`src/rtl/vec_div_if.sv`:
```
// Start/busy/done handshake and lane data bus of the iterative vector divider.
interface vec_div_if #(
    parameter int LANES = 4,
    parameter int FXP_N = 16
);
    logic                         start;
    logic                         sgn;
    logic [LANES-1:0][FXP_N-1:0]  in_1;
    logic [LANES-1:0][FXP_N-1:0]  in_2;
    logic                         busy;
    logic                         done;
    logic [LANES-1:0][FXP_N-1:0]  out;
    logic [LANES-1:0]             dbz;
    logic [LANES-1:0]             ovf;

    modport master (output start, sgn, in_1, in_2, input busy, done, out, dbz, ovf);
    modport slave  (input start, sgn, in_1, in_2, output busy, done, out, dbz, ovf);
endinterface

```
`src/rtl/vec_div_iter.sv`:
```
// Iterative element-wise fixed-point vector divider, one restoring quotient bit per cycle.
// Optional macro VEC_DIV_ROUND_EN: one extra guard iteration, round half away from zero.
module vec_div_iter #(
    parameter int LANES = 4,
    parameter int FXP_N = 16,
    parameter int FXP_Q = 8
) (
    input logic      clk,
    input logic      rst,
    vec_div_if.slave bus
);
    localparam int ITERS = FXP_N + FXP_Q;
`ifdef VEC_DIV_ROUND_EN
    localparam int GUARD = 1;
`else
    localparam int GUARD = 0;
`endif
    localparam int QW = ITERS + GUARD;
    localparam int MW = ITERS + 1;
    localparam int CW = $clog2(QW + 1);

    localparam logic [MW-1:0] POS_LIM = MW'((64'd1 << (FXP_N - 1)) - 64'd1);
    localparam logic [MW-1:0] NEG_LIM = MW'(64'd1 << (FXP_N - 1));
    localparam logic [MW-1:0] U_LIM   = MW'((64'd1 << FXP_N) - 64'd1);

    localparam logic [1:0] S_IDLE = 2'd0;
    localparam logic [1:0] S_RUN  = 2'd1;
    localparam logic [1:0] S_FIN  = 2'd2;

    logic [1:0]                  state;
    logic [CW-1:0]               cnt;
    logic                        accept;
    logic                        sgn_p0;
    logic [LANES-1:0][QW-1:0]    dq_p0;
    logic [LANES-1:0][FXP_N-1:0] rem_p0;
    logic [LANES-1:0][FXP_N-1:0] dvs_p0;
    logic [LANES-1:0]            an_p0, bn_p0, az_p0, bz_p0;
    logic [LANES-1:0][FXP_N:0]   trial;
    logic [LANES-1:0][QW-1:0]    dq_nxt;
    logic [LANES-1:0][FXP_N-1:0] rem_nxt;
    logic [LANES-1:0][FXP_N-1:0] fin_out;
    logic [LANES-1:0]            fin_ovf;

    function automatic logic [FXP_N-1:0] negate(input logic [FXP_N-1:0] x);
        return ~x + {{(FXP_N-1){1'b0}}, 1'b1};
    endfunction

    // |-2^(N-1)| wraps to 2^(N-1), which is exactly right when read as unsigned.
    function automatic logic [FXP_N-1:0] mag_of(input logic [FXP_N-1:0] x, input logic s);
        return (s && x[FXP_N-1]) ? negate(x) : x;
    endfunction

    function automatic logic [MW-1:0] round_mag(input logic [QW-1:0] q);
`ifdef VEC_DIV_ROUND_EN
        return MW'(q[QW-1:1]) + MW'(q[0]);
`else
        return MW'(q);
`endif
    endfunction

    function automatic logic [FXP_N:0] saturate(input logic [MW-1:0] mag, input logic neg,
                                                input logic s);
        logic [FXP_N-1:0] low;
        low = mag[FXP_N-1:0];
        if (s && !neg && mag > POS_LIM) return {1'b1, 1'b0, {(FXP_N-1){1'b1}}};
        if (s && neg && mag > NEG_LIM)  return {1'b1, 1'b1, {(FXP_N-1){1'b0}}};
        if (!s && mag > U_LIM)          return {1'b1, {FXP_N{1'b1}}};
        return {1'b0, neg ? negate(low) : low};
    endfunction

    function automatic logic [FXP_N-1:0] dbz_value(input logic a_zero, input logic a_neg,
                                                   input logic s);
        if (a_zero) return '0;
        if (a_neg)  return {1'b1, {(FXP_N-1){1'b0}}};
        return s ? {1'b0, {(FXP_N-1){1'b1}}} : {FXP_N{1'b1}};
    endfunction

    assign accept = (state == S_IDLE) && bus.start;

    // Restoring step: shift next dividend bit into the remainder, subtract if it fits.
    always_comb begin
        for (int l = 0; l < LANES; l++) begin
            trial[l] = {rem_p0[l], dq_p0[l][QW-1]};
            if (trial[l] >= {1'b0, dvs_p0[l]}) begin
                rem_nxt[l] = FXP_N'(trial[l] - {1'b0, dvs_p0[l]});
                dq_nxt[l]  = {dq_p0[l][QW-2:0], 1'b1};
            end else begin
                rem_nxt[l] = trial[l][FXP_N-1:0];
                dq_nxt[l]  = {dq_p0[l][QW-2:0], 1'b0};
            end
        end
    end

    // Final stage: divide-by-zero override, else round, restore sign, saturate.
    always_comb begin
        for (int l = 0; l < LANES; l++) begin
            fin_out[l] = '0;
            fin_ovf[l] = 1'b0;
            if (bz_p0[l]) begin
                fin_out[l] = dbz_value(az_p0[l], an_p0[l], sgn_p0);
            end else begin
                {fin_ovf[l], fin_out[l]} = saturate(round_mag(dq_p0[l]), an_p0[l] ^ bn_p0[l], sgn_p0);
            end
        end
    end

    always_ff @(posedge clk or posedge rst) begin
        if (rst) begin
            state    <= S_IDLE;
            cnt      <= '0;
            bus.busy <= 1'b0;
            bus.done <= 1'b0;
            bus.out  <= '0;
            bus.dbz  <= '0;
            bus.ovf  <= '0;
        end else begin
            bus.done <= 1'b0;
            case (state)
                S_IDLE: begin
                    if (accept) begin
                        state <= S_RUN;
                        cnt   <= '0;
                    end
                end
                S_RUN: begin
                    bus.busy <= 1'b1;
                    cnt      <= cnt + CW'(1);
                    if (cnt == CW'(QW - 1)) state <= S_FIN;
                end
                S_FIN: begin
                    bus.busy <= 1'b0;
                    bus.done <= 1'b1;
                    bus.out  <= fin_out;
                    bus.ovf  <= fin_ovf;
                    bus.dbz  <= bz_p0;
                    state    <= S_IDLE;
                end
                default: state <= S_IDLE;
            endcase
        end
    end

    // Operand capture on the accepting edge, then one iteration per RUN cycle.
    always_ff @(posedge clk) begin
        if (accept) begin
            sgn_p0 <= bus.sgn;
            for (int l = 0; l < LANES; l++) begin
                an_p0[l]  <= bus.sgn & bus.in_1[l][FXP_N-1];
                bn_p0[l]  <= bus.sgn & bus.in_2[l][FXP_N-1];
                az_p0[l]  <= (bus.in_1[l] == '0);
                bz_p0[l]  <= (bus.in_2[l] == '0);
                dvs_p0[l] <= mag_of(bus.in_2[l], bus.sgn);
                rem_p0[l] <= '0;
                dq_p0[l]  <= {mag_of(bus.in_1[l], bus.sgn), {(FXP_Q+GUARD){1'b0}}};
            end
        end else if (state == S_RUN) begin
            dq_p0  <= dq_nxt;
            rem_p0 <= rem_nxt;
        end
    end
endmodule

```
`src/flat_wrapper.sv`:
```
// flat-port wrapper written by rule: the top's interface ports become plain ports
module vec_div_iter_flat 
#(
    parameter int LANES = 4,
    parameter int FXP_N = 16,
    parameter int FXP_Q = 8
)
  (clk, rst, bus_start, bus_sgn, bus_in_1, bus_in_2, bus_busy, bus_done, bus_out, bus_dbz, bus_ovf);
  vec_div_if #(.LANES(LANES), .FXP_N(FXP_N)) bus_i ();
  input logic clk;
  input logic rst;
  input wire logic [$bits(bus_i.start)-1:0] bus_start;
  input wire logic [$bits(bus_i.sgn)-1:0] bus_sgn;
  input wire logic [$bits(bus_i.in_1)-1:0] bus_in_1;
  input wire logic [$bits(bus_i.in_2)-1:0] bus_in_2;
  output wire logic [$bits(bus_i.busy)-1:0] bus_busy;
  output wire logic [$bits(bus_i.done)-1:0] bus_done;
  output wire logic [$bits(bus_i.out)-1:0] bus_out;
  output wire logic [$bits(bus_i.dbz)-1:0] bus_dbz;
  output wire logic [$bits(bus_i.ovf)-1:0] bus_ovf;
  assign bus_i.start = bus_start;
  assign bus_i.sgn = bus_sgn;
  assign bus_i.in_1 = bus_in_1;
  assign bus_i.in_2 = bus_in_2;
  assign bus_busy = bus_i.busy;
  assign bus_done = bus_i.done;
  assign bus_out = bus_i.out;
  assign bus_dbz = bus_i.dbz;
  assign bus_ovf = bus_i.ovf;
  vec_div_iter #(.LANES(LANES), .FXP_N(FXP_N), .FXP_Q(FXP_Q)) u_core (.clk(clk), .rst(rst), .bus(bus_i));
endmodule
```
`config.mk`:
```
export PLATFORM = sky130hd
export DESIGN_NAME = vec_div_iter_flat
export DESIGN_NICKNAME = d
export VERILOG_FILES = /design/src/rtl/vec_div_if.sv /design/src/rtl/vec_div_iter.sv /design/src/flat_wrapper.sv
export SDC_FILE = /design/constraint.sdc
export NUM_CORES = 1
export LEC_CHECK = 0
export ABC_CLOCK_PERIOD_IN_PS = 10930
export BUFFER_PORTS_ARGS = -buffer_cell sky130_fd_sc_hd__clkbuf_2
export CORE_AREA = 3 3 291 293
export DETAILED_ROUTE_END_ITERATION = 8
export DIE_AREA = 0 0 294 296
export PLACE_DENSITY_LB_ADDON = 0.08
export SLEW_MARGIN = 20
export SYNTH_ARGS = -nofsm -noshare
export SYNTH_HDL_FRONTEND = slang
export SYNTH_SLANG_ARGS = --single-unit
```
`constraint.sdc`:
```
create_clock -name clk -period 10.93 [get_ports clk]
set_clock_uncertainty 0.1 [all_clocks]
set_input_delay 2.186 -clock clk [delete_from_list [all_inputs] [get_ports clk]]
set_output_delay 2.186 -clock clk [all_outputs]
set_load 0.03 [all_outputs]
```
==> results.toml, run 1 <==
[place]
io_buffers = 205
dpl.cell_count = 3370
routabilityCongestion = 0.780
hpwl_um = 45500
placed_area_mm2 = 0.0219
pre_cts_slack_ps = 5730

[power]
total_power_mw = 6.46
ir_worst_vdd_v = 0.000146
leakage_nw = 9.65
power_density_mw_per_mm2 = 278

[sta]
min_period_over_period_pct = 41.1
fin_hold_ws_ps = 380
slew_violations = 0
min_period_ps = 4490
rsz0062_at_grt = "false"
setup_viol = 0
hold_viol = 0
fin_ws_ps = 6440
fmax_ghz = 0.223
tightest_slew_ps = 1060
setup_tns_ps = 0
max_slew_margin_pct = 29.2

[floorplanning]
dieArea_mm2 = 0.0870
core-area_mm2 = 0.0821
fp-row-count = 105
ios = 206
die_height_um = 296
die_x_um = 294
start_util_pct = 24.0

[synthesis]
synth_edf_count = 145
syn-instance-count = 2169
syn_area_per_cell_um2 = 9.08
ys_warn_count = 0
syn_area_mm2 = 0.0197
ys_ff_latch = 322
synth_ff_type = "edfxtp_1"
synthesis.nets = 2385
synth-async-reset-ratio_pct = 25.2
synth_seq_area_share_pct = 42.2
synth.distinct_cells = 82

[cells_and_area]
stdcell_count = 3451
final_util_pct = 28.3
design_area_mm2 = 0.0233
fillers = 8727
mostFrequentLayoutCells = "217 x nor2_1, 208 x o21ai_0, 205 x clkbuf_2"
syn2layout_area_growth_pct = 18.1
final_common_cell = "nor2_1"
nets = 2561
drive_gt1_share_pct = 13.6
multi_input_area_mm2 = 0.0105
seq_area_mm2 = 0.00830

[critical_path]
r2r_setup_slack_ps = 7410
worstReg2RegEnd = "u_core.dq_p0[80]$_DFFE_PP_"
crit_start = "bus_start"
crit_end = "u_core.dq_p0[80]$_DFFE_PP_"
worstRegToRegCells = 7
crit_family = "buffers and inverters"
cp_cell_sequence = "clkbuf_2, nand2_4, inv_4, nor2_4, clkinv_2, buf_4"
cpMaxStageDelayCell = "inv_4"
cp_num_cells = 6
critPathBufInv = 4
critical_path_peak_fanout = 70
cp-start-kind = "input port"
cp.arrival_ps = 4590
slowest_delay_ps = 780
reg2reg_from = "u_core.state[1]$_DFFE_PP0P_"
cp_data_required_time_ps = 11020
critical_path_class = "in2reg"
cp-end-kind = "register"

[routing]
avgViaCountPerCell = 4.70
dr.pass1.iters = 5
vias = 16200
wl_per_cell_um = 17.8
drt-total-wl_um = 61400
drtIter0Drc = 836
postRouteAntennaNets = 0
drcViolationCount = 0

[clock_tree]
clock_sinks = 322
cts_root_buf = "clkbuf_16"
postCtsSetupRepairBufs = 0
ctsHoldBuffers = 0
clk_pin_slew_worst_paths_ps = 50
clk_latency_ps = 560
cts_tree = "yes"
clockBufferDepth = 3
cts.htree.levels = 2
cts_inserted_buffers = 43
postCtsResizedCells = 0

[outcome]
status = "finished clean"

[global_routing]
track_usage_pct = 13.9
grt_pass1_vias = 16200
grt_max_degree = 73
antenna_found_initial = 7
grt_pass1_wl_um = 95900
grt_overflow = 0

[run]
cap_violations = 0

[hold_path]
hp-class = "reg2reg"
-- cells in the mapped netlist (14+ instances only) --
master / count / area [um2]
nor2_1: 218 / 818
o21ai_0: 208 / 1040
inv_1: 147 / 552
edfxtp_1: 145 / 4350
a21oi_1: 144 / 721
nand2_1: 126 / 473
xor2_1: 114 / 998
xnor2_1: 97 / 850
dfxtp_1: 96 / 1920
nand3_1: 96 / 480
dfrtp_1: 81 / 2030
ha_1: 80 / 1000
clkbuf_1: 72 / 270
mux2i_1: 65 / 651
nor3_1: 54 / 270
o31ai_1: 42 / 315
a21boi_0: 39 / 293
nor4_1: 24 / 150
a21o_1: 22 / 165
a211oi_1: 15 / 113
a31oi_1: 15 / 93.8
a32oi_1: 15 / 131
o21a_1: 15 / 113
nor2b_1: 14 / 87.6
-- worst register-to-register path, stage by stage, from the launching register on --
cell and delay (ps):
dfrtp_1 400, inv_1 120, ha_1 280, nand2_4 400, inv_4 800, nor2_4 50
clkinv_2 420, buf_4 560
-- layout make-up --
| type | instances | area share, % |
|---|---|---|
| antenna | 2 | 0.0215 |
| clock buffer | 70 | 5.42 |
| clock inverter | 9 | 0.543 |
| inverter | 150 | 2.44 |
| multi-input combinational | 1604 | 45.1 |
| sequential | 322 | 35.7 |
| tap | 1070 | 5.76 |
| timing repair buffer | 224 | 5.02 |
-- per-layer routing --
layer / GRT usage (%) / vias to the layer above / wire length, um
met5: 0 / - / 58
li1: - / 8177 / -
met2: 23.1 / 286 / 28400
met4: 2.81 / 8 / 1010
met1: 18.9 / 7681 / 29000
met3: 2.74 / 65 / 2900
-- how the worst min path moves through the flow --
| stage | from | end | slack [ps] | depth (start not counted) |
|---|---|---|---|---|
| 4_1_cts | u_core.rem_p0[63]$_SDFFE_PP0P_ | u_core.rem_p0[63]$_SDFFE_PP0P_ | 380 | 2 |
| 2_1_floorplan | u_core.rem_p0[63]$_SDFFE_PP0P_ | u_core.rem_p0[63]$_SDFFE_PP0P_ | 340 | 2 |
| 5_1_grt | u_core.rem_p0[63]$_SDFFE_PP0P_ | u_core.rem_p0[63]$_SDFFE_PP0P_ | 400 | 2 |
| 3_3_place_gp | u_core.rem_p0[31]$_SDFFE_PP0P_ | u_core.rem_p0[31]$_SDFFE_PP0P_ | 360 | 2 |
| 3_5_place_dp | u_core.rem_p0[63]$_SDFFE_PP0P_ | u_core.rem_p0[63]$_SDFFE_PP0P_ | 370 | 2 |
| 6_report | u_core.rem_p0[60]$_SDFFE_PP0P_ | u_core.rem_p0[60]$_SDFFE_PP0P_ | 380 | 2 |
-- sequential cells by signal (all words and copies together) (netlist names) --
name,flops
u_core.bn_p0,4
u_core.bus.busy,1
u_core.bz_p0,4
u_core.bus.dbz,4
u_core.cnt,5
u_core.az_p0,4
u_core.bus.ovf,4
u_core.rem_p0,64
u_core.bus.done,1
u_core.dvs_p0,64
u_core.sgn_p0,1
u_core.an_p0,4
u_core.bus.out,64
u_core.dq_p0,96
u_core.state,2
-- where the power goes --
part | switching, mW | internal [mW]
combinational | 1.86 | 1.05
clock | 0.549 | 0.856
sequential | 0.351 | 1.79
total | 2.76 | 3.70
-- kinds of logic after synthesis --
kind of cell,after synthesis,synth area share (%)
AO/OA/AOI/OAI,605,19.0
XOR/XNOR,211,9.38
adder cells (fa/ha/maj),84,5.49
buffers and inverters,243,4.83
flip-flops,322,42.2
multiplexers,71,3.65
AND/OR/NAND/NOR,633,15.5
Note: power is estimated with default switching activity, not from simulation.
==> run 2, diff against run 1 <==
--- a/config.mk
+++ b/config.mk
@@ -5,11 +5,12 @@
 export SDC_FILE = /design/constraint.sdc
 export NUM_CORES = 1
 export LEC_CHECK = 0
-export ABC_CLOCK_PERIOD_IN_PS = 10930
+export ABC_AREA = 1
+export ABC_CLOCK_PERIOD_IN_PS = 4500
 export BUFFER_PORTS_ARGS = -buffer_cell sky130_fd_sc_hd__clkbuf_2
-export CORE_AREA = 3 3 291 293
+export CORE_AREA = 3 3 304 306
 export DETAILED_ROUTE_END_ITERATION = 8
-export DIE_AREA = 0 0 294 296
+export DIE_AREA = 0 0 307 309
 export PLACE_DENSITY_LB_ADDON = 0.08
 export SLEW_MARGIN = 20
 export SYNTH_ARGS = -nofsm -noshare
==> constraint.sdc (replaced) <==
create_clock -name clk -period 4.5 [get_ports clk]
set_clock_uncertainty 0.1 [all_clocks]
set_input_delay 0.9 -clock clk [delete_from_list [all_inputs] [get_ports clk]]
set_output_delay 0.9 -clock clk [all_outputs]
set_load 0.03 [all_outputs]
==> results.toml, run 2 <==
[outcome]
status = "finished clean"

[critical_path]
critical_path_class = "reg2reg"
crit_family = "simple AND/OR/NAND/NOR gates"
r2r_setup_slack_ps = 1750
cp-start-kind = "register"
cp_common_cell = "nand2_1"
cp_data_required_time_ps = 4870
critPathBufInv = 1
critical_path_peak_fanout = 17
cpMaxStageDelayCell = "nor2_4"
cp_cell_sequence = "inv_1, ha_1, a21oi_1, nand2_1, nand2_1, nand2_1, nor2_4, nand2_4, nand2_1, nand2_1, nand2_1, nand2_1"
worstReg2RegEnd = "u_core.rem_p0[30]$_SDFFE_PP0P_"
reg2reg_from = "u_core.dvs_p0[28]$_DFFE_PP_"
slowest_delay_ps = 450
worstRegToRegCells = 12
cp-end-kind = "register"
cp.arrival_ps = 3120

[clock_tree]
clockBufferDepth = 3
postCtsSetupRepairBufs = 0
cts_root_buf = "clkbuf_16"
postCtsResizedCells = 0
clk_latency_ps = 580
cts.htree.levels = 2
clock_sinks = 322
ctsHoldBuffers = 0
clk_pin_slew_worst_paths_ps = 50
cts_inserted_buffers = 45
cts_tree = "yes"

[sta]
tightest_slew_ps = 957
max_slew_margin_pct = 35.9
min_period_over_period_pct = 61.2
slew_violations = 0
hold_viol = 0
setup_tns_ps = 0
rsz0062_at_grt = "false"
setup_viol = 0
fmax_ghz = 0.363
min_period_ps = 2750

[synthesis]
synthesis.nets = 3314
syn_area_mm2 = 0.0216
post-synth-top-count-cell = "nand2_1"
syn_area_per_cell_um2 = 6.97
synth_seq_area_share_pct = 38.5
synth_edf_count = 145
ys_ff_latch = 322
synth_area_leaders = "edfxtp_1 20%, nand2_1 16%, dfrtp_1 9.4%"
synth_top_area_share_pct = 20.2
ys_warn_count = 0
synth.distinct_cells = 48
yosys.area.top_type = "edfxtp_1"
synth_ff_type = "edfxtp_1"
synth_commonest_cells = "924 x nand2_1, 387 x inv_1, 299 x nor2_1"
synth-async-reset-ratio_pct = 25.2
syn-instance-count = 3098

[power]
netSwitchingFraction_pct = 46.9
p_sw_mw = 8.18
ir_worst_vdd_v = 0.000430
leakage_nw = 12.2
comb_power_share_pct = 50.0
power_density_mw_per_mm2 = 688
sequentialPowerShare_pct = 28.9
intPower_mw = 9.26
p_clk_share_pct = 21.1

[global_routing]
grt_max_degree = 109
grt_overflow = 0
antenna_found_initial = 3
track_usage_pct = 15.9
grt_pass1_wl_um = 119000
grt_pass1_vias = 20300

[place]
routabilityCongestion = 0.804
hpwl_um = 56600
io_buffers = 205

[floorplanning]
start_util_pct = 24.0
fp-row-count = 110
ios = 206
dieArea_mm2 = 0.0949
die_x_um = 307
core-area_mm2 = 0.0899
die_height_um = 309

[cells_and_area]
seq_area_mm2 = 0.00830
final_util_pct = 28.2
multi_input_area_mm2 = 0.0114
nets = 3495
drive_gt1_share_pct = 10.4
largest_reg_flops = 96
fillers = 10100
final_common_cell = "nand2_1"
regMostFlops = "u_core.dq_p0"
syn2layout_area_growth_pct = 17.4
mostFrequentLayoutCells = "923 x nand2_1, 386 x inv_1, 297 x nor2_1"

[routing]
dr.pass1.iters = 5
postRouteAntennaNets = 0
wl_per_cell_um = 17.0
vias = 20300
drt-total-wl_um = 76200
drcViolationCount = 0
drtIter0Drc = 1273
avgViaCountPerCell = 4.52

[run]
cap_violations = 0

[hold_path]
hp-class = "in2async"
==> run 2: cell types whose count changed after synthesis, moves of 42 or more <==
cell,before,now
nand2_1,126,924
inv_1,147,387
nand3_1,96,295
nor2_1,218,299
xnor2_1,97,27
mux2i_1,65,0
o21ai_0,208,146
a21oi_1,144,205
xor2_1,114,60
o31ai_1,42,0
==> run 2: cell families after synthesis <==
logic type      after synthesis  share of synthesized area [%]
fa+ha+maj                    84                           5.01
buf+inv                     485                           8.98
xor+xnor                     90                           3.75
flops                       322                           38.5
simple gates               1667                           32.7
compound gates              450                           11.1
==> run 2: area by class of cell <==
class	count	area share, %
sequential	322	32.8
tap	1176	5.80
antenna	1	0.00987
timing repair buffer	221	4.62
clock buffer	74	5.73
multi-input combinational	2291	44.9
inverter	398	5.93
clock inverter	9	0.296
==> run 2: through the flow <==
step	setup WS, ps	area, um2	total power [mW]	instances	hold slack, ps
floorplan	729	21600	11.3	3098	340
global placement	1420	23800	14.0	4408	362
detailed placement	1360	23800	13.9	4408	361
CTS	1680	25300	17.8	4491	343
global route	1380	25300	19.1	4492	381
finish	1750	25300	17.4	4492	344
==> run 2: metal layers <==
layer / up-vias / GRT usage, % / wire (um)
met5: - / 0 / 0
met4: 0 / 3.50 / 1270
met3: 82 / 2.40 / 3090
met2: 340 / 26.1 / 34600
met1: 9378 / 22.2 / 37200
li1: 10500 / - / -
==> run 2: worst max-delay path by stage <==
| stage | to | startpoint | depth (start not counted) | slack [ps] |
|---|---|---|---|---|
| 2_1_floorplan | u_core.dq_p0[10]$_DFFE_PP_ | bus_start | 5 | 730 |
| 3_3_place_gp | u_core.dq_p0[14]$_DFFE_PP_ | bus_sgn | 7 | 1420 |
| 3_5_place_dp | u_core.dq_p0[39]$_DFFE_PP_ | bus_sgn | 6 | 1360 |
| 4_1_cts | u_core.rem_p0[30]$_SDFFE_PP0P_ | u_core.dvs_p0[28]$_DFFE_PP_ | 12 | 1680 |
| 5_1_grt | u_core.dq_p0[48]$_SDFFE_PP0P_ | u_core.dvs_p0[35]$_DFFE_PP_ | 12 | 1380 |
| 6_report | u_core.rem_p0[30]$_SDFFE_PP0P_ | u_core.dvs_p0[28]$_DFFE_PP_ | 12 | 1750 |
==> run 2: worst register-to-register path, stage by stage (launching register included) <==
cell      delay, ps
edfxtp_1        350
inv_1           120
ha_1            290
a21oi_1         230
nand2_1         110
nand2_1          60
nand2_1          80
nor2_4          450
nand2_4         250
nand2_1         390
nand2_1          90
nand2_1          80
nand2_1          40
==> run 2: power by group through the flow <==
stage	Clock (mW)	Sequential, mW	Combinational (mW)
4_1_cts	3.85	5.05	8.89
5_1_grt	3.96	5.18	9.99
6_report	3.68	5.04	8.72
3_3_place_gp	0	5.13	8.91
2_1_floorplan	0	5.49	5.82
3_5_place_dp	0	5.09	8.85
